==> config.mk <==
export PLATFORM = sky130hd
export DESIGN_NAME = multimode_ring_counter
export DESIGN_NICKNAME = d
export VERILOG_FILES = /design/src/rtl/ring_counter_pkg.sv /design/src/rtl/ring_state_checker.sv /design/src/rtl/multimode_ring_counter.sv
export SDC_FILE = /design/constraint.sdc
export NUM_CORES = 1
export LEC_CHECK = 0
export CAP_MARGIN = 10
export CORE_AREA = 2 2 39 41
export DETAILED_ROUTE_END_ITERATION = 7
export DIE_AREA = 0 0 41 43
export DONT_BUFFER_PORTS = 1
export HOLD_SLACK_MARGIN = 0.06
export PLACE_DENSITY = 0.63
export SLEW_MARGIN = 0
export SYNTH_ARGS = -nofsm -noshare
export SYNTH_HDL_FRONTEND = slang
export SYNTH_HIERARCHICAL = 1
export SYNTH_SLANG_ARGS = --single-unit
==> constraint.sdc <==
create_clock -name clk -period 5.1 [get_ports clk]
set_input_delay 1.275 -clock clk [delete_from_list [all_inputs] [get_ports clk]]
set_output_delay 1.275 -clock clk [all_outputs]
set_load 0.005 [all_outputs]
==> src/rtl/ring_counter_pkg.sv <==
// ring_counter_pkg: shared mode/direction constants and home-state helper for the shift counters
package ring_counter_pkg;
  localparam logic MODE_RING = 1'b0;
  localparam logic MODE_JOHNSON = 1'b1;
  localparam logic DIR_RIGHT = 1'b0;
  localparam logic DIR_LEFT = 1'b1;
  function automatic logic [63:0] home_state(input logic mode, input logic [63:0] seed);
    return (mode == MODE_JOHNSON) ? 64'd0 : seed;
  endfunction
endpackage

==> src/rtl/ring_state_checker.sv <==
// ring_state_checker: flags whether a counter value is legal for ring or Johnson mode
module ring_state_checker
  import ring_counter_pkg::*;
#(
  parameter int WIDTH = 4
) (
  input  logic [WIDTH-1:0] Cout,
  input  logic             mode,
  output logic             valid
);
  // Johnson states are a single run of ones against zeros, so adjacent bits differ at most once
  assign valid = (mode == MODE_JOHNSON) ? ($countones(Cout[WIDTH-1:1] ^ Cout[WIDTH-2:0]) <= 1)
                                        : ($countones(Cout) == 1);
endmodule

==> src/rtl/multimode_ring_counter.sv <==
// multimode_ring_counter: ring/Johnson shift counter with preset, load, terminal count and auto-correction
module multimode_ring_counter
  import ring_counter_pkg::*;
#(
  parameter int          WIDTH        = 4,
  parameter int unsigned SEED         = 1,
  parameter bit          AUTO_CORRECT = 1'b1
) (
  input  logic             clk,
  input  logic             clear,
  input  logic             enable,
  input  logic             preset,
  input  logic             load,
  input  logic [WIDTH-1:0] load_value,
  input  logic             mode,
  input  logic             dir,
  output logic [WIDTH-1:0] Cout,
  output logic             tc,
  output logic             valid,
  output logic             corrected
);
  if (WIDTH < 2) begin : g_bad_width
    $error("multimode_ring_counter: WIDTH must be at least 2");
  end
  if (($countones(SEED) != 1) || ((SEED >> WIDTH) != 0)) begin : g_bad_seed
    $error("multimode_ring_counter: SEED must be one-hot within WIDTH");
  end
  logic [WIDTH-1:0] home, shifted, nxt;
  logic             nxt_tc, nxt_corr, fill;
  ring_state_checker #(.WIDTH(WIDTH)) u_checker (
    .Cout  (Cout),
    .mode  (mode),
    .valid (valid)
  );
  assign home    = WIDTH'(home_state(mode, 64'(SEED)));
  assign fill    = (dir == DIR_LEFT) ? Cout[WIDTH-1] : Cout[0];
  assign shifted = (dir == DIR_LEFT) ? {Cout[WIDTH-2:0], fill ^ mode}
                                     : {fill ^ mode, Cout[WIDTH-1:1]};
  always_comb begin
    nxt      = Cout;
    nxt_tc   = 1'b0;
    nxt_corr = 1'b0;
    if (preset) nxt = home;
    else if (load) nxt = load_value;
    else if (enable) begin
      if (AUTO_CORRECT && !valid) begin
        nxt      = home;
        nxt_corr = 1'b1;
      end else begin
        nxt    = shifted;
        nxt_tc = (shifted == home);
      end
    end
  end
  always_ff @(posedge clk or posedge clear) begin
    if (clear) begin
      Cout      <= '0;
      tc        <= 1'b0;
      corrected <= 1'b0;
    end else begin
      Cout      <= nxt;
      tc        <= nxt_tc;
      corrected <= nxt_corr;
    end
  end
endmodule

* Word-level counts from Yosys, hierarchy flattened
Cells that the tools add are included.
** Storage, ports and cells
- Flip-flop bits (word level) :: 6
- Input bits :: 11
- Output and inout bits :: 7
- Logic and storage cells :: 30
** Cells by class
- Add/subtract/negate cells :: 5
- $lt $le $gt $ge :: 1
- Equality and inequality tests :: 2
- Mux-type cells :: 16
- Bitwise logic cells :: 2
- Reduce and logical (&&, ||, !) cells :: 1
** Operators with widths (number)
- 32-bit by 1-bit adder with 32-bit output :: 1
- 32-bit adder :: 1
- 32-bit by 2-bit equality test with 1-bit output, second input constant :: 1
- 32-bit by 2-bit <= comparator with 1-bit output, second input constant :: 1
- 4-bit 2-to-1 mux :: 5
- 1-bit 2-to-1 mux :: 11
- 1-bit by 1-bit adder with 2-bit output :: 3
- 4-bit by 1-bit equality test with 1-bit output :: 1
- 3-bit nonzero test :: 1
- 3-bit XOR :: 1
- 1-bit XOR :: 1

* Longest topological paths before layout
- Depth in word-level cells :: 9
- Depth in mapped cells :: 8
- Depth with buffers taken out :: 8

* Modules after synthesis
Netlist, hierarchy kept.
** Modules (own cells, without submodules)
- multimode_ring_counter :: times used 1, cells each 42, area an instance 412.9 µm², seq. area each 150.1 µm²
- ring_state_checker :: times used 1, cells each 10, area an instance 110.1 µm², seq. area each 0.0 µm²

* Worst setup path after synthesis
OpenSTA, ideal clock, no wires.
- Kind :: register -> output
- Start point :: reg Cout[1]
- End point :: out valid
- Data arrival time :: 1.879 ns
- Data required time :: 3.825 ns
- Setup slack :: 1.946 ns
- Cell stages (with the launch flop) :: 5
- Path buffers :: 0
- Cells stage by stage :: dfrtp_1 ha_1 fa_1 ha_1 o41ai_2
** On the way
- Word-level cells in the longest chain between the ends :: 5
- Elaborated cells on any way between the ends :: 8
- Classes of those cells :: add/sub: 4; order compare: 1; eq/ne: 1; mux: 1; bitwise: 1
** Ends and longest elaborated chain
- start, declared :: RTL line multimode_ring_counter.sv:17 : output logic [WIDTH-1:0] Cout,
- start signal, assigned :: RTL line multimode_ring_counter.sv:61 : Cout <= nxt;
- 3-bit XOR :: RTL line ring_state_checker.sv:12 : assign valid = (mode == MODE_JOHNSON) ? ($countones(Cout[WIDTH-1:1] ^ Cout[WIDTH-2:0]) <= 1)
- 1-bit by 1-bit adder with 2-bit output :: RTL line ring_state_checker.sv:12
- 32-bit by 1-bit adder with 32-bit output :: RTL line ring_state_checker.sv:12
- 32-bit by 2-bit <= comparator with 1-bit output :: RTL line ring_state_checker.sv:12
- 1-bit 2-to-1 mux * :: RTL line ring_state_checker.sv:12
- end, declared :: RTL line multimode_ring_counter.sv:19 : output logic valid,
Every way passes the cells marked *; elsewhere a longest branch is shown, timed or not.

* Worst setup path in the final report
Ends and elaborated chain as after synthesis.

==> flow_summary.json <==
{
  "cts_htree_levels": 1,
  "drive_above_1_share_pct": 17.0,
  "path_class": "reg -> out",
  "p_seq_share_pct": 42.2,
  "pwr_density_cell_mw_per_mm2": 247,
  "utilization_pct": 39.7,
  "core_area_sq_mm": 0.00138,
  "ant_nets": 0,
  "netlist_area_sq_um": 523,
  "first_pass_iters": 4,
  "pre_cts_ws_ns": 1.79,
  "drv_cap": 0,
  "layout.cells.most_common": "inv_1",
  "slew_viol_final": 0,
  "min_path_type": "reg -> reg",
  "cp_data_required_time_ns": 3.83,
  "cts-buffers-inserted": 3,
  "io_buffers": 0,
  "cts_resized": 0,
  "grt_pass1_vias": 375,
  "critPathLaunchType": "flop",
  "fp.dieArea_sq_mm": 0.00176,
  "place_hpwl_um": 854,
  "irDropWorstVdd_mv": 0.156,
  "clk_pin_slew_ns": 0.04,
  "synthArstFlopShare_pct": 100,
  "num-nets-final": 70,
  "min_period_over_period_pct": 69.7,
  "track_usage_pct": 14.0,
  "leakage_uw": 0.000242,
  "startpoint": "Cout[1]",
  "avgSynthCellArea_sq_um": 10.1,
  "rrSetupSlack_ns": 2.20,
  "post-route-min-period_ns": 3.55,
  "switching_power_uw": 40.2,
  "synth_flop_cell": "dfrtp_1",
  "viasPerCell": 5.87,
  "n_antenna_cell": 0,
  "via_count": 405,
  "r2r_start": "Cout[1]",
  "netSwitchingFraction_pct": 29.6,
  "slowest_delay_ns": 0.53,
  "cts_buffer_depth": 2,
  "synth-edff-count": 0,
  "drc": 0,
  "synth_cell_types": 28,
  "crit_chain": "ha_1, fa_1, ha_1, o41ai_2",
  "clk_latency_ns": 0.24,
  "antenna_found_initial": 0,
  "die_h_um": 43,
  "comb_power_share_pct": 25.9,
  "area_delta_synth_final_pct": 5.02,
  "grt_max_degree": 13,
  "start_util_pct": 37.8,
  "layout_common_cells": "inv_1 (7), dfrtp_1 (6), a21oi_1 (4)",
  "intPower_uw": 95.6,
  "finClkSkew_ns": 0.00577,
  "die_w_um": 41,
  "post-cts-setup-buffer-count": 0,
  "worst_pin_slew_ns": 0.499,
  "path_max_fanout": 8,
  "row_count": 14,
  "first_iter_violations": 4,
  "wl_per_cell_um": 15.2,
  "reg2reg_to": "Cout[0]",
  "yosysWarnings": 6,
  "cp.arrival_ns": 2.28,
  "pwr-share-clk_pct": 31.9,
  "wirelength_um": 1050,
  "gp_congestion": 0.808,
  "rsz0062_at_grt": "false",
  "tns_ns": 0,
  "post_cts_hold_buffer_count": 0,
  "slew_headroom_pct": 66.4,
  "grt_pass1_wl_um": 1680,
  "timing.final.ws_setup_ns": 1.55,
  "setup_viol": 0,
  "cts_root_buffer": "clkbuf_4",
  "overflow": 0,
  "synthesis.instances": 52,
  "cp_common_cell": "ha_1",
  "rr_worst_depth": 7,
  "tritoncts": "yes",
  "ys_seq_area_share_pct": 28.7,
  "status": "completed",
  "min_path_cells": 2,
  "hold_violations": 0,
  "io_pins": 18,
  "synth_seq_cells": 6,
  "worstSetupEndpointType": "output port",
  "max_freq_mhz": 281,
  "min_to": "Cout[1]",
  "slowest_stage": "o41ai_2",
  "hold_start": "Cout[1]",
  "synth_fp_nets": 67,
  "cts_sinks": 6
}
-- synth_stat cells (2+ instances only) --
| cell type | count | share of area (%) |
|---|---|---|
| xor2_1 | 2 | 3.3 |
| a21oi_1 | 4 | 3.8 |
| xnor2_1 | 3 | 5.0 |
| nand2_1 | 2 | 1.4 |
| fa_1 | 2 | 7.7 |
| nor3b_1 | 2 | 2.9 |
| inv_1 | 7 | 5.0 |
| nand3_1 | 2 | 1.9 |
| a221oi_1 | 2 | 3.3 |
| ha_1 | 2 | 4.8 |
| mux2_2 | 2 | 4.3 |
| dfrtp_1 | 6 | 29 |
-- how the worst max path moves through the flow --
stage	endpoint	depth (start not counted)
after global placement	valid	4
after detailed placement	valid	4
after global routing	valid	4
after floorplan	valid	4
final	valid	4
after CTS	valid	4
-- cell type report --
type / count / area [sq um]
well taps: 16 / 20.0
inverters: 7 / 26.3
multi-input cells: 37 / 330
clock buffers: 3 / 22.5
flip-flops and latches: 6 / 150
fillers: 141 / 835
-- sequential cells by signal, summed over array words and instances, names as in the netlist --
| name | count |
|---|---|
| corrected | 1 |
| Cout | 4 |
| tc | 1 |
-- logic make-up (layout without fill, tap and decap cells) --
group	count (synthesis)	after routing	synth area share [%]
AOI/OAI and AO/OA	11	11	16.7
adders and majority gates	4	4	12.4
DFF	6	6	28.7
and+or+nand+nor	14	14	19.4
buffers and inverters	9	10	8.13
muxes	3	3	6.22
xor gates and xnor gates	5	5	8.37
-- critical path, delay by kind of cell, from the launching register on --
family | cells | cell delay [ns]
flops | 1 | 0.48
compound gates | 1 | 0.53
fa+ha+maj | 3 | 1.03
-- through the flow --
stage	total power (uW)	cells	hold slack [ns]	instance area [sq um]
after CTS	138	69	0.785	549
after detailed placement	93.6	66	0.784	527
final	136	69	0.775	549
after global placement	92.6	66	0.767	527
after global routing	145	69	0.842	549
after floorplan	89.4	52	0.715	523
-- metal layers --
| metal | GRT usage (%) | wire [um] | vias to the layer above |
|---|---|---|---|
| met4 | 4.00 | 0 | 0 |
| met1 | 19.0 | 489 | 196 |
| met3 | 7.33 | 88 | 0 |
| met5 | 0 | 0 | - |
| li1 | - | - | 192 |
| met2 | 19.1 | 472 | 17 |
-- power groups by stage --
stage	logic, uW	registers, uW	clock network (uW)
floorplan	32.9	56.5	0
finish	35.2	57.3	43.4
global route	39.5	58.4	47.3
global placement	34.4	58.1	0
detailed placement	35.4	58.3	0
CTS	35.5	57.5	45.4
Power figures use the tool's default switching activity.
